**src/rtl/load_store_unit_if.sv**
```systemverilog
// Data-memory bus between the load/store unit (master) and data memory (slave).
// Single outstanding request: req is held with stable attributes until ack.
interface load_store_unit_if #(
  parameter int ADDR_WIDTH = 32,
  parameter int DATA_WIDTH = 32
);
  logic                  dmem_req;
  logic                  dmem_we;
  logic [ADDR_WIDTH-1:0] dmem_addr;
  logic [3:0]            dmem_be;
  logic [DATA_WIDTH-1:0] dmem_wdata;
  logic                  dmem_ack;
  logic [DATA_WIDTH-1:0] dmem_rdata;

  modport master (
    output dmem_req, dmem_we, dmem_addr, dmem_be, dmem_wdata,
    input  dmem_ack, dmem_rdata
  );

  modport slave (
    input  dmem_req, dmem_we, dmem_addr, dmem_be, dmem_wdata,
    output dmem_ack, dmem_rdata
  );
endinterface

```
**src/rtl/load_store_unit.sv**
```systemverilog
// Memory-stage load/store unit for the RV32I pipeline: decodes size/signedness,
// checks alignment, steers byte lanes, runs a single-outstanding memory
// request with a watchdog, and returns extended load data to the register file.
module load_store_unit #(
  parameter int DATA_WIDTH     = 32,
  parameter int ADDR_WIDTH     = 32,
  parameter int TIMEOUT_CYCLES = 16
) (
  input  logic                  clk,
  input  logic                  rst,
  input  logic                  mem_op_valid,
  input  logic [6:0]            opcode,
  input  logic [2:0]            funct3,
  input  logic [ADDR_WIDTH-1:0] addr,
  input  logic [DATA_WIDTH-1:0] store_data,
  input  logic [4:0]            rd_in,
  output logic                  lsu_ready,
  output logic                  lsu_busy,
  load_store_unit_if.master     mem,
  output logic                  wb_valid,
  output logic [4:0]            wb_rd,
  output logic [DATA_WIDTH-1:0] wb_data,
  output logic                  lsu_err,
  output logic [1:0]            err_cause
);

  typedef enum logic [1:0] {IDLE, BUSY, ERR} state_t;

  localparam logic [6:0] OP_LOAD  = 7'b0000011;
  localparam logic [6:0] OP_STORE = 7'b0100011;
  localparam logic [7:0] WD_LIMIT = 8'(TIMEOUT_CYCLES);

  state_t     state_reg;
  logic [2:0] funct3_reg;
  logic [4:0] rd_reg;
  logic [1:0] off_reg;
  logic       store_reg;
  logic [7:0] wd_count_reg;

  logic                  is_load, is_store, legal, misaligned;
  logic [3:0]            st_be;
  logic [DATA_WIDTH-1:0] st_wdata;
  logic [7:0]            ld_byte;
  logic [15:0]           ld_half;
  logic [DATA_WIDTH-1:0] ld_data;

  // Decode the incoming operation: legality, alignment and store lane steering.
  always_comb begin
    is_load  = (opcode == OP_LOAD);
    is_store = (opcode == OP_STORE);
    if (is_store)
      legal = (funct3 == 3'b000) || (funct3 == 3'b001) || (funct3 == 3'b010);
    else
      legal = (funct3 == 3'b000) || (funct3 == 3'b001) || (funct3 == 3'b010) ||
              (funct3 == 3'b100) || (funct3 == 3'b101);
    // funct3[1:0] encodes size for every legal code: 00 byte, 01 half, 10 word.
    misaligned = ((funct3[1:0] == 2'b01) && addr[0]) ||
                 ((funct3[1:0] == 2'b10) && (addr[1:0] != 2'b00));
    case (funct3[1:0])
      2'b00: begin
        st_be    = 4'b0001 << addr[1:0];
        st_wdata = {4{store_data[7:0]}};
      end
      2'b01: begin
        st_be    = 4'b0011 << {addr[1], 1'b0};
        st_wdata = {2{store_data[15:0]}};
      end
      default: begin
        st_be    = 4'b1111;
        st_wdata = store_data;
      end
    endcase
  end

  // Select and extend the loaded byte/half using the latched offset and funct3.
  always_comb begin
    case (off_reg)
      2'd0:    ld_byte = mem.dmem_rdata[7:0];
      2'd1:    ld_byte = mem.dmem_rdata[15:8];
      2'd2:    ld_byte = mem.dmem_rdata[23:16];
      default: ld_byte = mem.dmem_rdata[31:24];
    endcase
    ld_half = off_reg[1] ? mem.dmem_rdata[31:16] : mem.dmem_rdata[15:0];
    case (funct3_reg)
      3'b000:  ld_data = {{24{ld_byte[7]}}, ld_byte};
      3'b001:  ld_data = {{16{ld_half[15]}}, ld_half};
      3'b100:  ld_data = {24'd0, ld_byte};
      3'b101:  ld_data = {16'd0, ld_half};
      default: ld_data = mem.dmem_rdata;
    endcase
  end

  // Control FSM with registered bus, writeback and error outputs.
  always_ff @(posedge clk) begin
    if (rst) begin
      state_reg      <= IDLE;
      lsu_ready      <= 1'b1;
      lsu_busy       <= 1'b0;
      mem.dmem_req   <= 1'b0;
      mem.dmem_we    <= 1'b0;
      mem.dmem_addr  <= '0;
      mem.dmem_be    <= 4'b0000;
      mem.dmem_wdata <= '0;
      wb_valid       <= 1'b0;
      wb_rd          <= 5'd0;
      wb_data        <= '0;
      lsu_err        <= 1'b0;
      err_cause      <= 2'b00;
      funct3_reg     <= 3'd0;
      rd_reg         <= 5'd0;
      off_reg        <= 2'd0;
      store_reg      <= 1'b0;
      wd_count_reg   <= 8'd0;
    end else begin
      wb_valid <= 1'b0;
      lsu_err  <= 1'b0;
      case (state_reg)
        IDLE: begin
          if (mem_op_valid && (is_load || is_store)) begin
            lsu_ready <= 1'b0;
            if (!legal) begin
              // Illegal funct3 outranks misalignment.
              state_reg <= ERR;
              lsu_err   <= 1'b1;
              err_cause <= 2'b10;
            end else if (misaligned) begin
              state_reg <= ERR;
              lsu_err   <= 1'b1;
              err_cause <= 2'b01;
            end else begin
              state_reg      <= BUSY;
              lsu_busy       <= 1'b1;
              mem.dmem_req   <= 1'b1;
              mem.dmem_we    <= is_store;
              mem.dmem_addr  <= {addr[ADDR_WIDTH-1:2], 2'b00};
              mem.dmem_be    <= is_store ? st_be : 4'b1111;
              mem.dmem_wdata <= st_wdata;
              funct3_reg     <= funct3;
              rd_reg         <= rd_in;
              off_reg        <= addr[1:0];
              store_reg      <= is_store;
              wd_count_reg   <= 8'd0;
            end
          end
        end
        BUSY: begin
          if (mem.dmem_ack) begin
            // Ack wins even on the cycle the watchdog would expire.
            state_reg    <= IDLE;
            lsu_ready    <= 1'b1;
            lsu_busy     <= 1'b0;
            mem.dmem_req <= 1'b0;
            if (!store_reg) begin
              wb_valid <= (rd_reg != 5'd0);
              wb_rd    <= rd_reg;
              wb_data  <= ld_data;
            end
          end else if (wd_count_reg + 8'd1 == WD_LIMIT) begin
            state_reg    <= IDLE;
            lsu_ready    <= 1'b1;
            lsu_busy     <= 1'b0;
            mem.dmem_req <= 1'b0;
            lsu_err      <= 1'b1;
            err_cause    <= 2'b11;
          end else begin
            wd_count_reg <= wd_count_reg + 8'd1;
          end
        end
        default: begin
          // ERR lasts exactly one cycle; lsu_err was raised on entry.
          state_reg <= IDLE;
          lsu_ready <= 1'b1;
        end
      endcase
    end
  end

endmodule

```
**src/flat_wrapper.sv**
```systemverilog
// flat-port wrapper written by rule: the top's interface ports become plain ports
module load_store_unit_flat 
#(
  parameter int DATA_WIDTH     = 32,
  parameter int ADDR_WIDTH     = 32,
  parameter int TIMEOUT_CYCLES = 16
)
  (clk, rst, mem_op_valid, opcode, funct3, addr, store_data, rd_in, lsu_ready, lsu_busy, wb_valid, wb_rd, wb_data, lsu_err, err_cause, mem_dmem_req, mem_dmem_we, mem_dmem_addr, mem_dmem_be, mem_dmem_wdata, mem_dmem_ack, mem_dmem_rdata);
  load_store_unit_if #(.ADDR_WIDTH(ADDR_WIDTH), .DATA_WIDTH(DATA_WIDTH)) mem_i ();
  input  logic clk;
  input  logic rst;
  input  logic mem_op_valid;
  input  logic [6:0] opcode;
  input  logic [2:0] funct3;
  input  logic [ADDR_WIDTH-1:0] addr;
  input  logic [DATA_WIDTH-1:0] store_data;
  input  logic [4:0] rd_in;
  output logic lsu_ready;
  output logic lsu_busy;
  output logic wb_valid;
  output logic [4:0] wb_rd;
  output logic [DATA_WIDTH-1:0] wb_data;
  output logic lsu_err;
  output logic [1:0] err_cause;
  output wire logic [$bits(mem_i.dmem_req)-1:0] mem_dmem_req;
  output wire logic [$bits(mem_i.dmem_we)-1:0] mem_dmem_we;
  output wire logic [$bits(mem_i.dmem_addr)-1:0] mem_dmem_addr;
  output wire logic [$bits(mem_i.dmem_be)-1:0] mem_dmem_be;
  output wire logic [$bits(mem_i.dmem_wdata)-1:0] mem_dmem_wdata;
  input wire logic [$bits(mem_i.dmem_ack)-1:0] mem_dmem_ack;
  input wire logic [$bits(mem_i.dmem_rdata)-1:0] mem_dmem_rdata;
  assign mem_dmem_req = mem_i.dmem_req;
  assign mem_dmem_we = mem_i.dmem_we;
  assign mem_dmem_addr = mem_i.dmem_addr;
  assign mem_dmem_be = mem_i.dmem_be;
  assign mem_dmem_wdata = mem_i.dmem_wdata;
  assign mem_i.dmem_ack = mem_dmem_ack;
  assign mem_i.dmem_rdata = mem_dmem_rdata;
  load_store_unit #(.DATA_WIDTH(DATA_WIDTH), .ADDR_WIDTH(ADDR_WIDTH), .TIMEOUT_CYCLES(TIMEOUT_CYCLES)) u_core (.clk(clk), .rst(rst), .mem_op_valid(mem_op_valid), .opcode(opcode), .funct3(funct3), .addr(addr), .store_data(store_data), .rd_in(rd_in), .lsu_ready(lsu_ready), .lsu_busy(lsu_busy), .mem(mem_i), .wb_valid(wb_valid), .wb_rd(wb_rd), .wb_data(wb_data), .lsu_err(lsu_err), .err_cause(err_cause));
endmodule
```
**config.mk**
```make
export PLATFORM = sky130hd
export DESIGN_NAME = load_store_unit_flat
export DESIGN_NICKNAME = d
export VERILOG_FILES = /design/src/rtl/load_store_unit_if.sv /design/src/rtl/load_store_unit.sv /design/src/flat_wrapper.sv
export SDC_FILE = /design/constraint.sdc
export NUM_CORES = 1
export LEC_CHECK = 0
export ABC_CLOCK_PERIOD_IN_PS = 2900
export CORE_MARGIN = 3
export CORE_UTILIZATION = 44
export CTS_CLUSTER_DIAMETER = 80
export DETAILED_ROUTE_END_ITERATION = 8
export MAX_ROUTING_LAYER = met4
export PLACE_DENSITY = 0.84
export SYNTH_ARGS = -nofsm -noshare
export SYNTH_HDL_FRONTEND = slang
export SYNTH_SLANG_ARGS = --single-unit
```
**constraint.sdc**
```tcl
create_clock -name clk -period 2.9 [get_ports clk]
set_input_delay 0.725 -clock clk [delete_from_list [all_inputs] [get_ports clk]]
set_output_delay 0.725 -clock clk [all_outputs]
set_load 0.01 [all_outputs]
```
==> results of run 1 <==
-- cell type report --
cell class	instances	area (um^2)	area share, %
well taps	172	215	2.45
clock inverters	5	75.1	0.855
inverters	12	45.0	0.513
repair buffers	244	2430	27.7
multi-input cells	521	2920	33.2
clock buffers	26	499	5.68
flip-flops and latches	130	2600	29.6
-- synthesized netlist by cell type, types with 4 or more instances --
cell	instances	area, um^2
mux2_2	8	90.1
nand2_1	166	623
inv_1	12	45.0
dfxtp_1	130	2600
nand3_1	6	30.0
nor2b_1	12	75.1
and2_1	7	43.8
nor2_1	43	161
a311oi_1	9	78.8
a211oi_1	19	143
a221oi_1	8	70.1
a22oi_1	7	52.6
nor3_1	4	20.0
a2111oi_0	4	35.0
buf_2	14	70.1
a2bb2oi_1	7	61.3
mux2i_1	17	170
o21ai_1	9	45.0
clkbuf_1	39	146
a21oi_1	95	475
buf_4	7	52.6
o32ai_1	5	43.8
o21ai_0	38	190
-- cells in the final DEF, fill, tap and decap left out, types with 3 or more instances in the layout --
cell type and count:
clkdlybuf4s50_1 224, nand2_1 166, dfxtp_1 130, a21oi_1 95, nor2_1 43, o21ai_0 38, a211oi_1 19, mux2i_1 17
clkbuf_16 17, buf_4 17, inv_1 12, nor2b_1 12, a311oi_1 9, o21ai_1 9, mux2_2 8, a221oi_1 8
and2_1 7, a22oi_1 7, a2bb2oi_1 7, nand3_1 6, o32ai_1 5, clkbuf_1 5, nor3_1 4, a2111oi_0 4
clkbuf_8 4, and3_1 3, a31oi_2 3, nand2b_1 3, or4_1 3, o21bai_1 3, nand3b_1 3, nor4_1 3
clkinv_2 3, buf_12 3
-- layer usage --
metal  routed length (um)  up-vias  track usage, %
li1                     -     2936               -
met1                 7290     2782            29.3
met2                 8550      216            38.9
met3                 1530       21            7.88
met4                  248        0            8.29
met5                    0        -               -
-- worst max-delay path, stage by stage --
cell and delay (ps):
clkdlybuf4s50_1 460, and4bb_2 280, nand3_1 180, nor3_4 300, buf_12 320, nor2_1 110, a211oi_1 320
-- final timing paths --
kind                      startpoint                        end  slack [ps]  cells after the start
max                        opcode[0]  u_core.mem.dmem_wdata[21]         480                      7
min          u_core.mem.dmem_addr[7]    u_core.mem.dmem_addr[7]         450                      2
max reg2reg   u_core.wd_count_reg[0]     u_core.wd_count_reg[3]         740                      6
min reg2reg  u_core.mem.dmem_addr[7]    u_core.mem.dmem_addr[7]         450                      2
-- power by group through the flow --
stage | Sequential, mW | Combinational (mW) | Clock, mW
after floorplan | 1.83 | 0.108 | 0
after global placement | 1.83 | 0.318 | 0
after detailed placement | 1.83 | 0.320 | 0
after CTS | 1.79 | 0.322 | 2.11
after global routing | 1.79 | 0.347 | 2.18
final | 1.79 | 0.323 | 2.08
-- cell families after synthesis --
logic type / Yosys count
xor+xnor: 2
mux: 27
compound gates: 220
flops: 130
other cells: 1
simple gates: 268
fa+ha+maj: 2
buf+inv: 74
-- metrics by stage --
stage | power [mW] | instances | setup WS (ps)
global route | 4.32 | 1110 | 380
finish | 4.19 | 1110 | 478
floorplan | 1.94 | 725 | 631
detailed placement | 2.15 | 1079 | 92.4
CTS | 4.23 | 1110 | 460
global placement | 2.15 | 1079 | 139
==> flow_summary.yaml, run 1 <==
logic_synthesis:
  yosys_warnings: 0
  synth_fa_ha_area_share_pct: 0.430
  synthMuxAreaShare_pct: 5.05
  syn_area_mm2: 0.00582
  ys_seq_area_share_pct: 44.7
  synth-simple-area-share_pct: 20.6
  avgSynthCellArea_um2: 8.04
  ys_ff_latch: 130
  synthXorXnorAreaFrac_pct: 0.301
  synthCells: 724
  synth_top_family_by_area: "compound AO/OA/AOI/OAI gates"
  synthArstFlopShare_pct: 0
  synthFlopType: "dfxtp_1"
  synth_compound_area_share_pct: 23.3
  synth_edf_count: 0
  ys_types: 59
setup_path:
  cp-end-kind: "register"
  critPathKind: "input pin to register"
  required_ps: 3200
  worstPathMaxFanout: 68
  arrival_ps: 2720
  start_kind: "input pin"
global_route:
  antenna_found_initial: 0
  grt_pass1_wl_um: 27700
  grt_max_degree: 69
  grt_pass1_vias: 5679
  grt_overflow_total: 0
  grt_use_total_pct: 24.4
clocking:
  cts_tree: "yes"
  clk_latency_ps: 410
  cts.repair.resized: 0
  numCtsBuffers: 17
  htree_levels: 4
  clk_pin_slew_ps: 60
  cts_buffer_depth: 2
  cts.sinks: 130
  root_buffer: "clkbuf_16"
  holdBufCountCts: 0
  post_cts_buffers: 0
place:
  port_buffers: 225
  finalWeightedCongestion: 0.846
  place_area_mm2: 0.00821
  hpwl_um: 12300
final_layout:
  fillers: 1000
  final_layout_size_suffix_gt1_share_pct: 7.25
  final_core_util_pct: 68.8
  final_area_mm2: 0.00878
  top_regs: "u_core.mem.dmem_wdata (32), u_core.wb_data (32), u_core.mem.dmem_addr (30)"
  num-nets-final: 1043
  diodes: 0
  syn_to_final_growth_pct: 50.8
timing:
  fin_crit_sh_pct: 83.5
  hold_viol: 0
  layout_min_cycle_time_ps: 2420
  setup_tns_ps: 0
  tightest_slew_ps: 701
  fmax_mhz: 413
  fin_worst_hold_slack_ps: 452
  setup_viol: 0
  finClkSkew_ps: 5.75
  relSlewSlack_pct: 53.2
  rsz0062_at_grt: "no"
  slew_violations: 0
worst_hold_path:
  hp-class: "register to register"
route:
  ant_nets: 0
  vias_per_cell: 5.36
  first_pass_iters: 5
  drt_iter0_markers: 459
  vias: 5955
  wl_per_cell_um: 15.9
  drc: 0
  totalWireLength_um: 17600
die:
  die_width_um: 121
  rows: 41
  initial_core_util_pct: 45.6
  core-area_mm2: 0.0128
  dieArea_mm2: 0.0147
  ios: 228
  die_height_um: 121
power:
  p_sw_uw: 870
  leakagePower_nw: 3.05
  p_per_area_mw_per_mm2: 477
  intPower_mw: 3.32
  power_frac_seq_pct: 42.7
  vdd.ir_drop.worst_v: 0.000424
  comb_power_share_pct: 7.7
  swShare_pct: 20.7
  clockPowerShare_pct: 49.6
outcome:
  outcome: "finished, final reports clean"
flow_run:
  maxCapViolations: 0
No activity file was read; power rests on OpenSTA's default activity.
==> inputs of run 2 (changes only) <==
--- a/config.mk
+++ b/config.mk
@@ -5,7 +5,7 @@
 export SDC_FILE = /design/constraint.sdc
 export NUM_CORES = 1
 export LEC_CHECK = 0
-export ABC_CLOCK_PERIOD_IN_PS = 2900
+export ABC_CLOCK_PERIOD_IN_PS = 2500
 export CORE_MARGIN = 3
 export CORE_UTILIZATION = 44
 export CTS_CLUSTER_DIAMETER = 80
==> constraint.sdc (replaced) <==
create_clock -name clk -period 2.5 [get_ports clk]
set_input_delay 0.625 -clock clk [delete_from_list [all_inputs] [get_ports clk]]
set_output_delay 0.625 -clock clk [all_outputs]
set_load 0.01 [all_outputs]
==> run 2 against run 1 <==
Utilization is 1.9 points higher. Die area stayed put. Clock power is 21% higher. Clock-buffer cell count is 5 lower. Sequential cell count stayed put. Power is 19% higher. Largest power group unchanged. Highest routed layer unchanged. Critical path type unchanged. Register-to-register slack worse by 430 ps. Non-clock buffer count is 24 higher. Sequential power is 16% higher. First-iteration DRC count is 2.8% higher. Critical endpoint is now u_core.mem.dmem_wdata[10]. Clock skew hardly changed. Critical path depth is 1 higher.
==> flow_summary.yaml, run 2 (synthesis results as in run 1) <==
route:
  drt_iter0_markers: 472
  drc: 0
  totalWireLength_um: 18300
  ant_nets: 0
  vias: 6102
  wl_per_cell_um: 16.1
  first_pass_iters: 5
  vias_per_cell: 5.38
timing:
  hold_viol: 0
  layout_min_cycle_time_ps: 2290
  fin_crit_sh_pct: 91.6
  fin_ws_ps: 211
  rsz0062_at_grt: "no"
  relSlewSlack_pct: 55.0
  fmax_mhz: 437
  slew_violations: 0
  tightest_slew_ps: 675
  finClkSkew_ps: 6.06
  setup_viol: 0
clocking:
  numCtsBuffers: 17
  holdBufCountCts: 0
  cts.sinks: 130
  htree_levels: 4
  root_buffer: "clkbuf_16"
  clk_pin_slew_ps: 50
  clk_latency_ps: 410
  cts.repair.resized: 0
  cts_tree: "yes"
  post_cts_buffers: 0
  cts_buffer_depth: 2
die:
  ios: 228
  core-area_mm2: 0.0128
  die_width_um: 121
  die_height_um: 121
  initial_core_util_pct: 45.6
  rows: 41
  dieArea_mm2: 0.0147
setup_path:
  start_kind: "input pin"
  cp-end-kind: "register"
  required_ps: 2800
  arrival_ps: 2590
  reg2reg_from: "u_core.wd_count_reg[0]"
  r2r-end: "u_core.err_cause[1]"
  critPathKind: "input pin to register"
  cp-startpoint: "opcode[2]"
  worstPathMaxFanout: 53
  r2r_cells: 6
  r2r_slack_ps: 310
final_layout:
  syn_to_final_growth_pct: 54.9
  stdcell_count: 1134
  final_common_cell: "clkdlybuf4s50_1"
  final_layout_size_suffix_gt1_share_pct: 9.88
  diodes: 0
  top_regs: "u_core.mem.dmem_wdata (32), u_core.wb_data (32), u_core.mem.dmem_addr (30)"
  most-common-layout-cells: "clkdlybuf4s50_1, nand2_1, dfxtp_1, a21oi_1, nor2_1"
  num-nets-final: 1067
outcome:
  outcome: "finished, final reports clean"
flow_run:
  maxCapViolations: 0
place:
  finalWeightedCongestion: 0.843
  placed_cells: 1103
  hpwl_um: 12700
  post-place-ws_ps: -153
  port_buffers: 225
worst_hold_path:
  min_to: "u_core.wb_rd[4]"
  hp-class: "register to register"
  worstHoldStart: "u_core.wb_rd[4]"
  min_path_cells: 2
global_route:
  grt_pass1_vias: 6022
  grt_pass1_wl_um: 29300
  grt_use_total_pct: 25.6
  antenna_found_initial: 0
  grt_max_degree: 58
  grt_overflow_total: 0
power:
  leakagePower_nw: 3.18
  p_per_area_mw_per_mm2: 552
  vdd.ir_drop.worst_v: 0.000430
run 2: how the worst max path moves through the flow:
stage                                      endpoint  depth (start not counted)
after global placement       u_core.wd_count_reg[5]                          6
after detailed placement     u_core.wd_count_reg[5]                          6
final                     u_core.mem.dmem_wdata[10]                          8
after CTS                 u_core.mem.dmem_wdata[10]                          8
after global routing            u_core.err_cause[1]                          6
after floorplan            u_core.mem.dmem_addr[10]                          9
run 2: where the power goes:
group	leakage [nW]	total (mW)	internal, mW	switching [mW]
Combinational	1.84	0.390	0.228	0.161
Clock	0.289	2.52	1.61	0.907
Sequential	1.05	2.08	2.08	0.00194
run 2: worst max-delay path, cell delays in order:
cell	delay [ps]
clkdlybuf4s50_1	400
and4bb_2	330
nand3_1	110
buf_4	160
nor3_4	240
buf_12	280
nor2_1	80
a311oi_1	330
run 2: layout make-up:
cell class                 count  area, um^2
fill                         982        3750
inverter                      12        45.0
clock inverter                10         134
clock buffer                  21         460
sequential                   130        2600
timing repair buffer         268        2650
tap                          172         215
multi-input combinational    521        2920
run 2: routing by layer:
layer	up-vias	GRT usage [%]	share of wire (%)
met1	2836	29.2	41
met3	36	8.44	8.6
met2	242	41.7	49
met5	-	-	0
li1	2988	-	-
met4	0	10.3	2.1
run 2: metrics by stage:
stage	power, mW	area, um^2	util (%)	TNS (ps)	hold slack [ps]
detailed placement	2.51	8430	66.0	-6760	447
finish	4.98	9020	70.6	0	453
global placement	2.50	8430	66.0	-2760	440
global route	5.14	9020	70.6	0	465
CTS	5.02	9020	70.6	0	453
floorplan	2.25	5830	-	0	440
